## config.mk

```make
export PLATFORM = sky130hd
export DESIGN_NAME = priority_sequencer
export DESIGN_NICKNAME = d
export VERILOG_FILES = /design/src/rtl/gba_pe_pkg.sv /design/src/rtl/pe_slot_compare.sv /design/src/rtl/priority_sequencer.sv
export SDC_FILE = /design/constraint.sdc
export NUM_CORES = 1
export LEC_CHECK = 0
export CORE_UTILIZATION = 60
export CTS_BUF_LIST = sky130_fd_sc_hd__clkbuf_8 sky130_fd_sc_hd__clkbuf_16
export DETAILED_ROUTE_END_ITERATION = 16
export DONT_BUFFER_PORTS = 1
export PLACE_DENSITY_LB_ADDON = 0.15
export SKIP_LAST_GASP = 1
export SYNTH_ARGS = -nofsm -noshare
export SYNTH_HDL_FRONTEND = slang
export SYNTH_SLANG_ARGS = --single-unit
```

## constraint.sdc

```tcl
create_clock -name clock -period 5.15 [get_ports clock]
set_input_delay 1.545 -clock clock [delete_from_list [all_inputs] [get_ports clock]]
set_output_delay 1.545 -clock clock [all_outputs]
set_load 0.005 [all_outputs]
```

## src/rtl/gba_pe_pkg.sv

```systemverilog
// gba_pe_pkg
// Shared definitions for the GBA compositor layer-priority sequencer:
// entry field positions, layer indices, the backdrop pseudo-layer, the
// sequencer state encoding and a helper that formats a backdrop entry.
// No ports (package).
package gba_pe_pkg;

  localparam int NUM_LAYERS = 5;
  localparam int ENTRY_W    = 20;
  localparam int IDX_W      = 3;
  localparam int COLOUR_W   = 16;
  localparam int PRIO_MSB   = 19;
  localparam int PRIO_LSB   = 17;
  localparam int TRANSP_BIT = 16;

  // Scan order of the candidates; the backdrop index is one past the last layer
  localparam logic [IDX_W-1:0] LAYER_OBJ      = 3'd0;
  localparam logic [IDX_W-1:0] LAYER_BG0      = 3'd1;
  localparam logic [IDX_W-1:0] LAYER_BG1      = 3'd2;
  localparam logic [IDX_W-1:0] LAYER_BG2      = 3'd3;
  localparam logic [IDX_W-1:0] LAYER_BG3      = 3'd4;
  localparam logic [IDX_W-1:0] LAYER_BACKDROP = 3'd5;

  localparam logic [2:0] BACKDROP_PRIO = 3'b111;

  typedef enum logic [1:0] {
    ST_IDLE = 2'd0,
    ST_SCAN = 2'd1,
    ST_DONE = 2'd2
  } seq_state_e;

  typedef struct packed {
    logic [2:0]          prio;
    logic                transparent;
    logic [COLOUR_W-1:0] colour;
  } pe_entry_t;

  // Backdrop is reported as an opaque entry at the weakest priority
  function automatic pe_entry_t backdrop_entry(input logic [COLOUR_W-1:0] colour);
    pe_entry_t e;
    e.prio        = BACKDROP_PRIO;
    e.transparent = 1'b0;
    e.colour      = colour;
    return e;
  endfunction

endpackage

```

## src/rtl/pe_slot_compare.sv

```systemverilog
// pe_slot_compare
// Combinational priority comparator for one result slot. Decides whether the
// candidate should displace the slot's current holder.
// Ports:
//   cand       - candidate entry
//   cand_valid - candidate is enabled by the window mask and opaque
//   best       - entry currently held in the slot
//   best_valid - slot currently holds a real layer
//   replace    - candidate wins the slot
module pe_slot_compare
  import gba_pe_pkg::*;
(
  input  logic [ENTRY_W-1:0] cand,
  input  logic               cand_valid,
  input  logic [ENTRY_W-1:0] best,
  input  logic               best_valid,
  output logic               replace
);

  // Strict less-than: on a tie the earlier-scanned layer keeps the slot,
  // which is what makes OBJ beat an equal BG and BG0 beat BG1, etc.
  always_comb begin
    replace = cand_valid &&
              (!best_valid || (cand[PRIO_MSB:PRIO_LSB] < best[PRIO_MSB:PRIO_LSB]));
  end

endmodule

```

## src/rtl/priority_sequencer.sv

```systemverilog
// priority_sequencer
// Per-pixel layer-priority scheduler. Accepts one pixel's OBJ + BG0..BG3
// candidates with the window mask, walks them through a shared comparator one
// per cycle, and reports the best and second-best visible layers. An empty
// slot reports the backdrop colour at layer index 5.
// Ports:
//   clock, reset          - clock and synchronous active-high reset
//   in_valid / in_ready   - candidate-set handshake
//   obj_entry, bg_entry   - candidates ({prio[2:0], transparent, colour[15:0]})
//   mask                  - window enables, bit0..3 = BG0..BG3, bit4 = OBJ
//   backdrop              - backdrop colour captured with the set
//   out_valid / out_ready - result handshake
//   top_entry/top_layer, second_entry/second_layer - ranked results
module priority_sequencer
  import gba_pe_pkg::*;
(
  input  logic                          clock,
  input  logic                          reset,
  input  logic                          in_valid,
  output logic                          in_ready,
  input  logic [ENTRY_W-1:0]            obj_entry,
  input  logic [3:0][ENTRY_W-1:0]       bg_entry,
  input  logic [NUM_LAYERS-1:0]         mask,
  input  logic [COLOUR_W-1:0]           backdrop,
  output logic                          out_valid,
  input  logic                          out_ready,
  output logic [ENTRY_W-1:0]            top_entry,
  output logic [IDX_W-1:0]              top_layer,
  output logic [ENTRY_W-1:0]            second_entry,
  output logic [IDX_W-1:0]              second_layer
);

  seq_state_e state_q, state_d;

  logic [NUM_LAYERS-1:0][ENTRY_W-1:0] ent_q, ent_d;
  logic [NUM_LAYERS-1:0]              mask_q, mask_d;
  logic [COLOUR_W-1:0]                backdrop_q, backdrop_d;
  logic [IDX_W-1:0]                   idx_q, idx_d;

  logic [ENTRY_W-1:0] top_q, top_d;
  logic [IDX_W-1:0]   top_layer_q, top_layer_d;
  logic               top_valid_q, top_valid_d;
  logic [ENTRY_W-1:0] sec_q, sec_d;
  logic [IDX_W-1:0]   sec_layer_q, sec_layer_d;
  logic               sec_valid_q, sec_valid_d;

  logic [ENTRY_W-1:0] cand;
  logic               cand_vis;
  logic               cand_valid;
  logic               replace_top;
  logic               replace_sec;
  logic [ENTRY_W-1:0] backdrop_fmt;

  // State register; reset abandons any scan in progress
  always_ff @(posedge clock) begin
    if (reset) begin
      state_q <= ST_IDLE;
    end else begin
      state_q <= state_d;
    end
  end

  // Next-state: accept a set in IDLE, step through all five layers, then hold
  // the result until the consumer takes it
  always_comb begin
    state_d = state_q;
    case (state_q)
      ST_IDLE: if (in_valid) state_d = ST_SCAN;
      ST_SCAN: if (idx_q == LAYER_BG3) state_d = ST_DONE;
      ST_DONE: if (out_ready) state_d = ST_IDLE;
      default: state_d = ST_IDLE;
    endcase
  end

  // Handshake outputs follow the state directly
  always_comb begin
    in_ready  = (state_q == ST_IDLE);
    out_valid = (state_q == ST_DONE);
  end

  // Candidate under evaluation this cycle. The mask bit order differs from the
  // scan order (OBJ sits on mask bit 4), so the mapping is spelled out here.
  always_comb begin
    cand     = '0;
    cand_vis = 1'b0;
    case (idx_q)
      LAYER_OBJ: begin cand = ent_q[0]; cand_vis = mask_q[4]; end
      LAYER_BG0: begin cand = ent_q[1]; cand_vis = mask_q[0]; end
      LAYER_BG1: begin cand = ent_q[2]; cand_vis = mask_q[1]; end
      LAYER_BG2: begin cand = ent_q[3]; cand_vis = mask_q[2]; end
      LAYER_BG3: begin cand = ent_q[4]; cand_vis = mask_q[3]; end
      default:   begin cand = '0;       cand_vis = 1'b0;      end
    endcase
    cand_valid = cand_vis && !cand[TRANSP_BIT];
  end

  pe_slot_compare u_cmp_top (
    .cand       (cand),
    .cand_valid (cand_valid),
    .best       (top_q),
    .best_valid (top_valid_q),
    .replace    (replace_top)
  );

  pe_slot_compare u_cmp_second (
    .cand       (cand),
    .cand_valid (cand_valid),
    .best       (sec_q),
    .best_valid (sec_valid_q),
    .replace    (replace_sec)
  );

  // Datapath next values. A new top pushes the old top down to second; a
  // candidate that loses to top can still claim the second slot.
  always_comb begin
    ent_d       = ent_q;
    mask_d      = mask_q;
    backdrop_d  = backdrop_q;
    idx_d       = idx_q;
    top_d       = top_q;
    top_layer_d = top_layer_q;
    top_valid_d = top_valid_q;
    sec_d       = sec_q;
    sec_layer_d = sec_layer_q;
    sec_valid_d = sec_valid_q;
    case (state_q)
      ST_IDLE: begin
        if (in_valid) begin
          ent_d       = {bg_entry, obj_entry};
          mask_d      = mask;
          backdrop_d  = backdrop;
          idx_d       = '0;
          top_d       = '0;
          top_layer_d = '0;
          top_valid_d = 1'b0;
          sec_d       = '0;
          sec_layer_d = '0;
          sec_valid_d = 1'b0;
        end
      end
      ST_SCAN: begin
        if (replace_top) begin
          sec_d       = top_q;
          sec_layer_d = top_layer_q;
          sec_valid_d = top_valid_q;
          top_d       = cand;
          top_layer_d = idx_q;
          top_valid_d = 1'b1;
        end else if (replace_sec) begin
          sec_d       = cand;
          sec_layer_d = idx_q;
          sec_valid_d = 1'b1;
        end
        idx_d = idx_q + IDX_W'(1);
      end
      default: ;
    endcase
  end

  // Datapath registers, cleared on reset so a stale scan leaves no trace
  always_ff @(posedge clock) begin
    if (reset) begin
      ent_q       <= '0;
      mask_q      <= '0;
      backdrop_q  <= '0;
      idx_q       <= '0;
      top_q       <= '0;
      top_layer_q <= '0;
      top_valid_q <= 1'b0;
      sec_q       <= '0;
      sec_layer_q <= '0;
      sec_valid_q <= 1'b0;
    end else begin
      ent_q       <= ent_d;
      mask_q      <= mask_d;
      backdrop_q  <= backdrop_d;
      idx_q       <= idx_d;
      top_q       <= top_d;
      top_layer_q <= top_layer_d;
      top_valid_q <= top_valid_d;
      sec_q       <= sec_d;
      sec_layer_q <= sec_layer_d;
      sec_valid_q <= sec_valid_d;
    end
  end

  // Result presentation: empty slots become the backdrop, and everything reads
  // zero while no result is being offered
  always_comb begin
    backdrop_fmt = backdrop_entry(backdrop_q);
    top_entry    = '0;
    top_layer    = '0;
    second_entry = '0;
    second_layer = '0;
    if (state_q == ST_DONE) begin
      top_entry    = top_valid_q ? top_q : backdrop_fmt;
      top_layer    = top_valid_q ? top_layer_q : LAYER_BACKDROP;
      second_entry = sec_valid_q ? sec_q : backdrop_fmt;
      second_layer = sec_valid_q ? sec_layer_q : LAYER_BACKDROP;
    end
  end

endmodule
```

==> Word level (Yosys, flattened, before mapping) <==
Cells that the tools add are included.
{ "totals": {"register_bits": 174, "input_bits": 125, "out_inout_bits": 48, "wordCells": 78} }
{ "classes": {"addsub": 1, "n_lt_le_gt_ge": 2, "eq_ne": 11, "n_mux": 33, "n_reduce_logical": 16} }
{ "op_table": {"columns": ["operator", "count"], "rows": [
  ["$mux 20", 8],
  ["$pmux 20 s5", 1],
  ["$pmux 20 s2", 2],
  ["$mux 3", 8],
  ["$pmux 3 s2", 3],
  ["$reduce_and 3->1", 3],
  ["$eq 3x2->1 const B", 2],
  ["$lt 3x3->1", 2],
  ["$mux 2", 3],
  ["$ne 2x2->1 const B", 3],
  ["$pmux 2 s3", 1],
  ["$pmux 1 s5", 1],
  ["$mux 1", 4],
  ["$pmux 1 s2", 2],
  ["$reduce_and 2->1", 2],
  ["$add 3x1->3 const B", 1],
  ["$eq 3x1->1 const B", 1],
  ["$eq 3x3->1 const B", 1],
  ["$logic_and 1x1->1", 3],
  ["$logic_not 1->1", 3],
  ["$logic_not 3->1", 1],
  ["$ne 3x3->1 const B", 1],
  ["$eq 2x1->1 const B", 1],
  ["$eq 2x2->1 const B", 1],
  ["4 further kinds", 5]
]} }

==> Logic depth before layout (Yosys ltp) <==
Gate-level depths: netlist of the first run.
{ "depth": {"ltp_word": 8, "mapped_depth": 15, "depth_no_buf": 12} }

==> By module <==
Synthesis of the first run repeated with hierarchy kept, for this count alone.
{ "unflattened": {"hier_cells": 953, "hier_area_um2": 7881.3} }
{ "modules_own_cells": {"columns": ["mod", "n_inst", "cells_each", "area_each_um2", "seq_area_each_um2"], "rows": [
  ["priority_sequencer", 1, 933, 7746.2, 3483.3],
  ["pe_slot_compare", 2, 10, 67.6, 0.0]
]} }

==> Worst setup path before layout of the first run <==
Ideal clock, no wire load.
{ "synth_timing": {"path_type": "flip-flop to flip-flop", "startpoint": "reg idx_q[0]", "endpoint": "reg sec_q[10]", "setup_time_ps": 72, "arrival_ps": 3190, "required_time_ps": 5078, "slack_ps": 1888, "path_stages_with_launch": 15, "path_buffers": 3, "period_less_slack_ps": 3262, "path_cell_list": "dfxtp_1 > inv_1 > ha_1 > clkbuf_1 > a221oi_1 > a21oi_1 > a221o_1 > ha_1 > nand2_1 > a41o_1 > o31ai_1 > and3_1 > buf_2 > buf_4 > mux2i_1"} }
{ "synth_between": {"elab_chain_cells": 7, "elab_cells_between_ends": 20, "classes_between": "order compare: 2; eq/ne: 5; mux: 5; reduce/logical: 8"} }
{ "synth_lines": {"columns": ["element", "line", "source"], "rows": [
  ["from (decl)", "priority_sequencer.sv:38", "logic [IDX_W-1:0] idx_q, idx_d;"],
  ["from (signal assigned)", "priority_sequencer.sv:177", "idx_q <= idx_d;"],
  ["$eq 3x3->1 (tied with other cells)", "priority_sequencer.sv:86", "case (idx_q)"],
  ["$pmux 20 s5", "priority_sequencer.sv:86", null],
  ["$lt 3x3->1 or $logic_not 1->1 (tied branches)", "pe_slot_compare.sv:24, priority_sequencer.sv:94", null],
  ["$logic_or 1x1->1 or $logic_and 1x1->1 (tied branches)", "pe_slot_compare.sv:24, priority_sequencer.sv:94", null],
  ["$logic_and 1x1->1", "pe_slot_compare.sv:23", "replace = cand_valid &&"],
  ["$ne 3x3->1 (no line) or $mux 20 (tied branches)", null, null],
  ["$reduce_and 3->1 (no line) or $pmux 20 s2 (tied branches)", null, null],
  ["to (signal assigned)", "priority_sequencer.sv:170", "sec_q <= '0;"],
  ["to (signal assigned)", "priority_sequencer.sv:181", "sec_q <= sec_d;"],
  ["to (decl)", "priority_sequencer.sv:43", "logic [ENTRY_W-1:0] sec_q, sec_d;"]
]} }
Parallel ways exist; a longest one is shown, timed or not. The select of a mux whose other input is x is not followed.
A chain may end at the register's enable or synchronous reset.

==> Final worst setup path of the first run <==
{ "layout_timing": {"startpoint": "reg idx_q[0]", "endpoint": "reg sec_q[6]"} }
The elaborated chain is that of the path after synthesis.

==> qor.yml, run 1 <==
power:
  p_total_w: 0.00301
  powerDensity_mw_per_mm2: 353
  peakVddDrop_mv: 0.243
  p_leak_nw: 2.95
worst_setup_path:
  critPathKind: "flop to flop"
  cp.arrival_ns: 4.40
  crit_chain: "inv_1 -> ha_1 -> a22o_1 -> a222oi_1 -> o2111ai_2 -> a21oi_2 -> buf_4 -> o211ai_1 -> mux2i_1"
  cp_slowest_cell: "o2111ai_2"
  reg2reg_depth: 9
  cp-end-kind: "flop"
  worstPathRequired_ns: 5.50
  setup.worst_path.start_class: "flop"
  slowest_delay_ns: 0.67
  worstPathMaxFanout: 25
clock_tree:
  root_buffer: "clkbuf_16"
  numCtsBuffers: 17
  postCtsResizedCells: 0
  cts_sinks: 174
  cts_tree: "yes"
  h-tree-depth: 4
  insertion_delay_ns: 0.44
  postCtsSetupBuffers: 0
  cts_hold_buf: 0
  ctsLongestPathBuffers: 2
  cts.clk_slew.worst_paths_ns: 0.06
sta:
  fin_setup_tns_ns: 0
  setup_viol: 0
  slew_violations: 0
  min_period_ns: 4.06
  skew_ns: 0.0139
  slew_headroom: 0.233
  grt_setup_unrepaired: "false"
  fmax_ghz: 0.247
  worst_slew_pin_slew_ns: 1.15
  post-route-period-util: 0.788
  hold_viol: 0
yosys:
  seq_area_frac_synth: 0.439
  synth_xor_area_frac: 0
  synth_fa_ha_area_frac: 0.0110
  yosysTopAreaCell: "dfxtp_1"
  ys.flop_type: "dfxtp_1"
  synth_warnings: 0
  synth-edff-count: 0
  ys_ff_latch: 174
  synth_area_mm2: 0.00794
  synth_top_family_by_area: "compound AO/OA/AOI/OAI gates"
  async_reset_ff_frac: 0
  synth_area_leaders: "dfxtp_1 44%, nand2_1 12%, a21oi_1 10%"
  avgSynthCellArea_um2: 7.86
  synth_cell_type_count: 48
  synth_nets: 1142
  synth_top_area_frac: 0.439
  synth_compound_area_frac: 0.216
  syn_inst: 1010
  synthSimpleGateAreaFrac: 0.211
  muxShareOfSynthArea: 0.0707
floorplan:
  dieHeight_um: 117
  rows: 41
  io_pins: 173
  die_w_um: 117
  dieArea_mm2: 0.0137
  coreArea_mm2: 0.0128
  start_util: 0.622
min_path:
  whs_path_depth: 2
  hold_path.class: "flop to flop"
finish:
  fin_cells: 1140
  syn2layout_area_growth_pct: 7.20
  layout_commonest_cell: "nand2_1"
  final_cell_mix: "259 x nand2_1, 174 x dfxtp_1, 159 x a21oi_1"
  drive_gt1_frac: 0.0599
  num_antenna_cells: 0
  fill_cells: 1092
  final_util: 0.667
  fin_nets: 1087
grt:
  grt_pass1_vias: 6327
  grt_overflow: 0
  grt.total_usage: 0.315
  grt_antenna_before_repair: 0
  grt_pass1_wl_mm: 32.5
  grt_max_degree: 177
place:
  dpl.hpwl_mm: 14.7
  placed_cells_incl_taps: 1108
  port_buffers: 0
  gp_congestion: 0.894
drt:
  drt_wl_total_mm: 21.3
  ant_nets: 0
  dr.pass1.iters: 6
  wl_per_cell_um: 18.7
  vias_per_cell: 6.15
  drc: 0
  first_iter_violations: 712
  vias: 7007
status:
  status: "completed"
flow_run:
  maxCapViolations: 0
## sequential cells by signal, summed over array words and instances, names as in the netlist
| register | cells |
|---|---|
| top_q | 20 |
| top_layer_q | 3 |
| idx_q | 3 |
| sec_layer_q | 3 |
| ent_q | 100 |
| backdrop_q | 16 |
| mask_q | 5 |
| state_q | 2 |
| sec_valid_q | 1 |
| sec_q | 20 |
| top_valid_q | 1 |
## path summary, 6_finish.rpt
| path | from | endpoint | slack (ns) |
|---|---|---|---|
| worst min-delay path | ent_q[68] | ent_q[68] | 0.46 |
| worst max-delay path | idx_q[0] | sec_q[6] | 1.09 |
| worst max register to register | idx_q[0] | sec_q[6] | 1.09 |
| worst min register to register | ent_q[68] | ent_q[68] | 0.46 |
## power breakdown
part / switching [W] / leakage, nW / total (W) / internal (W)
sequential: 0.0000494 / 1.42 / 0.00146 / 0.00141
combinational: 0.000185 / 1.24 / 0.000289 / 0.000104
clock: 0.000531 / 0.291 / 0.00126 / 0.000726
total: 0.000765 / 2.95 / 0.00301 / 0.00224
## worst max-delay path: cells and delay by family (launching register included)
| kind | cells | cell delay (ns) |
|---|---|---|
| buffers and inverters | 2 | 0.42 |
| adders and majority gates | 1 | 0.52 |
| AOI/OAI and AO/OA | 5 | 2.41 |
| muxes | 1 | 0.21 |
| DFF | 1 | 0.41 |
## routing by layer
metal | up-vias | part of all wire | track usage
met3 | 37 | 0.081 | 0.0628
met1 | 3267 | 0.43 | 0.414
met2 | 322 | 0.47 | 0.516
met5 | - | 0 | 0
met4 | 0 | 0.020 | 0.113
li1 | 3381 | - | -
## final cells by class
class	count	area [um2]	area share
Clock buffer	18	439	0.0516
Timing Repair Buffer	16	133	0.0156
Clock inverter	14	144	0.0169
Inverter	14	52.6	0.00617
Tap cell	172	215	0.0253
Multi-Input combinational cell	732	4050	0.475
Sequential cell	174	3480	0.409
## synth_stat cells, types with 3 or more instances
| cell | n |
|---|---|
| a211o_1 | 16 |
| a21oi_1 | 159 |
| a221o_1 | 3 |
| a222oi_1 | 17 |
| a22oi_1 | 19 |
| and2_1 | 3 |
| and3_1 | 5 |
| buf_1 | 12 |
| buf_2 | 4 |
| buf_4 | 3 |
| clkbuf_1 | 69 |
| dfxtp_1 | 174 |
| ha_1 | 7 |
| inv_1 | 14 |
| mux2i_1 | 55 |
| nand2_1 | 260 |
| nand2b_1 | 23 |
| nand3_1 | 8 |
| nand4_1 | 4 |
| nor2_1 | 64 |
| nor2b_1 | 5 |
| nor3_1 | 14 |
| nor3_2 | 4 |
| o211ai_1 | 17 |
| o21ai_0 | 18 |
| o31ai_1 | 5 |
## logic make-up after synthesis
kind of cell | after synthesis
muxes | 56
adders and majority gates | 7
and+or+nand+nor | 398
AOI/OAI and AO/OA | 271
DFF | 174
buffers and inverters | 104
## through the flow
stage / area (um2) / hold WS, ns / setup WS [ns]
after floorplan: 7940 / 0.432 / 1.89
after global placement: 7930 / 0.437 / 1.47
after detailed placement: 7930 / 0.445 / 1.23
after CTS: 8510 / 0.452 / 1.19
after global routing: 8510 / 0.471 / 0.863
final: 8510 / 0.457 / 1.09
Power figures use the tool's default switching activity.
==> inputs of run 2 (changes only) <==
- clock period: 5.15 -> 4.25 ns (I/O delays scaled with it)
==> run 2 against run 1 <==
Against the previous run: global-route usage decreased by 0.12 points; via count about the same; count of clock-buffer cells in the layout decreased by 1; clock skew decreased by 0.00086 ns; sequential share of layout area decreased by 0.32 points.
==> qor.yml, run 2 (synthesis results as in run 1) <==
grt:
  grt_pass1_vias: 6328
  grt.total_usage: 0.314
  grt_overflow: 0
  grt_max_degree: 177
  grt_pass1_wl_mm: 32.5
  grt_antenna_before_repair: 0
finish:
  largest_register_ffs: 100
  final_cell_mix: "259 x nand2_1, 174 x dfxtp_1, 159 x a21oi_1"
  fin_cells: 1146
  fill_cells: 1045
  final_util: 0.672
  layout_commonest_cell: "nand2_1"
  num_antenna_cells: 0
  fin_nets: 1093
  drive_gt1_frac: 0.0667
  syn2layout_area_growth_pct: 8.05
  top_register: "ent_q"
  reg.largest.list: "ent_q x100, sec_q x20, top_q x20"
worst_setup_path:
  r2r-start: "idx_q[0]"
  reg2reg_depth: 13
  setup.worst_path.start_class: "flop"
  r2r_slack_ns: 0.54
  rr_endpoint: "top_q[7]"
  cp.arrival_ns: 4.05
  worstPathRequired_ns: 4.59
  critPathKind: "flop to flop"
  cp-end-kind: "flop"
  worstPathMaxFanout: 11
floorplan:
  die_w_um: 117
  dieHeight_um: 117
  dieArea_mm2: 0.0137
  coreArea_mm2: 0.0128
  rows: 41
  io_pins: 173
  start_util: 0.622
status:
  status: "completed"
min_path:
  min_to: "ent_q[52]"
  whs_path_depth: 2
  hold_start: "ent_q[52]"
  hold_path.class: "flop to flop"
drt:
  ant_nets: 0
  vias: 7006
  drc: 0
  drt_wl_total_mm: 21.3
  wl_per_cell_um: 18.6
  first_iter_violations: 684
  vias_per_cell: 6.11
  dr.pass1.iters: 9
sta:
  setup_viol: 0
  min_period_ns: 3.71
  slew_headroom: 0.218
  worst_slew_pin_slew_ns: 1.17
  hold_viol: 0
  post-route-period-util: 0.874
  fmax_ghz: 0.269
  skew_ns: 0.0130
  setup_ws_ns: 0.537
  fin_setup_tns_ns: 0
  grt_setup_unrepaired: "false"
  slew_violations: 0
flow_run:
  maxCapViolations: 0
place:
  port_buffers: 0
  gp_congestion: 0.897
  placed_cells_incl_taps: 1114
  post-place-ws_ns: 0.617
  dpl.hpwl_mm: 14.5
clock_tree:
  postCtsResizedCells: 0
  insertion_delay_ns: 0.43
  h-tree-depth: 4
  cts_hold_buf: 0
  ctsLongestPathBuffers: 2
  numCtsBuffers: 17
  cts_sinks: 174
  postCtsSetupBuffers: 0
  root_buffer: "clkbuf_16"
  cts_tree: "yes"
  cts.clk_slew.worst_paths_ns: 0.07
power:
  peakVddDrop_mv: 0.323
  powerDensity_mw_per_mm2: 432
  p_leak_nw: 2.99
==> run 2: cell count changes in the layout (fill, tap and decap cells not counted), sizes merged <==
| cell | previous run | this run |
|---|---|---|
| clkinvlp | 1 | 0 |
| clkbuf | 18 | 17 |
| inv | 16 | 20 |
| clkinv | 9 | 7 |
| buf | 16 | 22 |
==> run 2: layer usage <==
layer | share of wire | vias up | GRT usage
li1 | - | 3387 | -
met1 | 0.43 | 3250 | 0.419
met2 | 0.46 | 327 | 0.494
met3 | 0.082 | 42 | 0.0659
met4 | 0.028 | 0 | 0.132
met5 | 0 | - | 0
==> run 2: worst max-delay path by stage <==
stage                     startpoint   endpoint  slack (ns)  depth (start not counted)
after global routing        idx_q[0]   top_q[7]        0.25                         13
after CTS                   idx_q[0]   top_q[7]        0.59                         13
after detailed placement    idx_q[0]   top_q[7]        0.62                         13
final                       idx_q[0]   top_q[7]        0.54                         13
after floorplan             idx_q[0]  sec_q[10]        0.99                         14
after global placement      idx_q[0]   top_q[2]        0.79                         13
==> run 2: final cells by class <==
type | count | area (um2) | share of cell area
clock inverters | 15 | 180 | 0.0210
flip-flops and latches | 174 | 3480 | 0.406
clock buffers | 17 | 425 | 0.0496
multi-input cells | 732 | 4050 | 0.472
inverters | 14 | 52.6 | 0.00612
well taps | 172 | 215 | 0.0251
repair buffers | 22 | 178 | 0.0207
==> run 2: per-stage QoR <==
step	hold WS [ns]	cell area, um2	power (W)
2_1_floorplan	0.432	7940	0.00208
3_3_place_gp	0.436	7980	0.00214
3_5_place_dp	0.442	7980	0.00216
4_1_cts	0.451	8580	0.00372
5_1_grt	0.470	8580	0.00383
6_report	0.456	8580	0.00370
==> run 2: worst max-delay path, stage by stage, from the launching register on <==
cell,delay [ns]
dfxtp_1,0.41
inv_1,0.12
ha_1,0.35
a221oi_1,0.33
a21oi_1,0.07
a221o_1,0.36
ha_1,0.21
nand2_1,0.06
o21ai_0,0.11
or3_1,0.49
a211oi_2,0.60
buf_4,0.27
a21oi_1,0.05
nor3_1,0.21
==> run 2: power by group <==
part / switching [W] / total, W / internal [W] / leakage (nW)
logic: 0.000227 / 0.000357 / 0.000129 / 1.27
registers: 0.0000550 / 0.00177 / 0.00171 / 1.42
clock network: 0.000694 / 0.00158 / 0.000887 / 0.298
==> inputs of run 3 (changes only) <==
- HOLD_SLACK_MARGIN: unset -> 0.02
- MAX_ROUTING_LAYER: unset -> met4
==> run 3 against run 2 <==
Against the previous run: die area unchanged; maximum frequency decreased by 0.15%; critical path depth increased by 1; core utilization about the same; sequential share of layout area about the same; power decreased by 0.49%; wire length increased by 1.3%; critical path type unchanged.
==> qor.yml, run 3 (synthesis results as in run 1) <==
status:
  status: "completed"
drt:
  vias: 7074
  drt_wl_total_mm: 21.6
  drc: 0
  ant_nets: 0
  dr.pass1.iters: 6
  first_iter_violations: 707
  vias_per_cell: 6.16
  wl_per_cell_um: 18.8
clock_tree:
  cts.clk_slew.worst_paths_ns: 0.06
  numCtsBuffers: 17
  h-tree-depth: 4
  cts_tree: "yes"
  cts_sinks: 174
  insertion_delay_ns: 0.42
  postCtsResizedCells: 0
  cts_hold_buf: 0
  postCtsSetupBuffers: 0
  ctsLongestPathBuffers: 2
  root_buffer: "clkbuf_16"
worst_setup_path:
  critPathKind: "flop to flop"
  r2r-start: "idx_q[0]"
  worstPathRequired_ns: 4.55
  worstPathMaxFanout: 24
  r2r_slack_ns: 0.53
  slowest_delay_ns: 0.64
  cpMostUsedCell: "buf_4"
  reg2reg_depth: 14
  cp_top_family: "compound AO/OA/AOI/OAI gates"
  cp_slowest_cell: "a21oi_1"
  crit_chain: "inv_1 -> ha_1 -> buf_4 -> nand2_1 -> a21oi_1 -> a221o_1 -> ha_1 -> nand2_1 -> a21oi_1 -> buf_4 -> a21oi_2 -> buf_4 -> o211ai_1 -> mux2i_1"
  setup.worst_path.start_class: "flop"
  cp-end-kind: "flop"
  rr_endpoint: "sec_q[7]"
  cp.arrival_ns: 4.02
  critical_path_buf_inv_count: 4
power:
  p_leak_nw: 2.98
  p_total_w: 0.00369
  peakVddDrop_mv: 0.295
  powerDensity_mw_per_mm2: 429
grt:
  grt.total_usage: 0.333
  grt_pass1_wl_mm: 33.3
  grt_antenna_before_repair: 0
  grt_pass1_vias: 6504
  grt_max_degree: 177
  grt_overflow: 0
flow_run:
  maxCapViolations: 0
floorplan:
  io_pins: 173
  dieArea_mm2: 0.0137
  die_w_um: 117
  coreArea_mm2: 0.0128
  rows: 41
  dieHeight_um: 117
  start_util: 0.622
finish:
  multi_input_area_mm2: 0.00405
  fin_nets: 1096
  drive_gt1_frac: 0.0696
  syn2layout_area_growth_pct: 8.11
  top_register: "ent_q"
  reg.largest.list: "ent_q x100, sec_q x20, top_q x20"
  layout_commonest_cell: "nand2_1"
  largest_register_ffs: 100
  final_cell_mix: "259 x nand2_1, 174 x dfxtp_1, 159 x a21oi_1"
  num_antenna_cells: 0
  fill_cells: 1060
  seqCellArea_mm2: 0.00348
sta:
  hold_viol: 0
  fin_setup_tns_ns: 0
  worst_slew_pin_slew_ns: 1.15
  slew_headroom: 0.231
  hold_slack_ns: 0.457
  min_period_ns: 3.72
  slew_violations: 0
  setup_viol: 0
  grt_setup_unrepaired: "false"
  skew_ns: 0.00781
  post-route-period-util: 0.875
  fmax_ghz: 0.269
place:
  dpl.hpwl_mm: 14.9
  port_buffers: 0
  gp_congestion: 0.855
min_path:
  whs_path_depth: 2
  min_to: "ent_q[43]"
  hold_path.class: "flop to flop"
  hold_start: "ent_q[43]"
run 3: cell count changes in the layout (fill, tap and decap cells not counted):
cell,change
clkbuf_8,+3
clkinvlp_4,+5
clkinv_8,-1
clkinv_2,+1
clkinv_4,-4
inv_8,-1
inv_6,-3
buf_12,-1
buf_4,+4
run 3: stage by stage:
stage | area [um2] | std cells | util | setup slack [ns]
5_1_grt | 8590 | 1149 | 0.672 | 0.282
6_report | 8590 | 1149 | 0.672 | 0.531
3_3_place_gp | 7990 | 1117 | 0.625 | 0.751
3_5_place_dp | 7990 | 1117 | 0.625 | 0.589
2_1_floorplan | 7940 | 1010 | - | 0.988
4_1_cts | 8590 | 1149 | 0.672 | 0.559
run 3: cell type report:
cell class                 count  area share
tap                          172      0.0251
inverter                      14     0.00612
sequential                   174       0.406
timing repair buffer          25      0.0219
clock buffer                  20      0.0543
clock inverter                12      0.0156
multi-input combinational    732       0.471
run 3: how the worst max path moves through the flow:
stage                        start   endpoint  slack [ns]  cells after the start
after floorplan           idx_q[0]  sec_q[10]        0.99                     14
after global routing      idx_q[0]   sec_q[6]        0.28                     14
after CTS                 idx_q[0]   sec_q[7]        0.56                     14
after global placement    idx_q[0]   sec_q[9]        0.75                     13
final                     idx_q[0]   sec_q[7]        0.53                     14
after detailed placement  idx_q[0]   sec_q[7]        0.59                     14
run 3: worst min-delay path, cell delays in order, from the launching register on:
cell and delay (ns):
dfxtp_1 0.31, nand2_1 0.05, a21oi_1 0.05
run 3: power breakdown:
group / switching, W / internal, W / total, W
combinational: 0.000226 / 0.000129 / 0.000355
sequential: 0.0000590 / 0.00171 / 0.00177
clock: 0.000646 / 0.000914 / 0.00156
total: 0.000930 / 0.00276 / 0.00369
run 3: routing by layer:
| metal | wire [um] | share of wire | GRT usage |
|---|---|---|---|
| met4 | 412 | 0.019 | 0.114 |
| met2 | 10200 | 0.47 | 0.530 |
| met1 | 9390 | 0.44 | 0.432 |
| met5 | 0 | 0 | - |
| met3 | 1580 | 0.073 | 0.0541 |
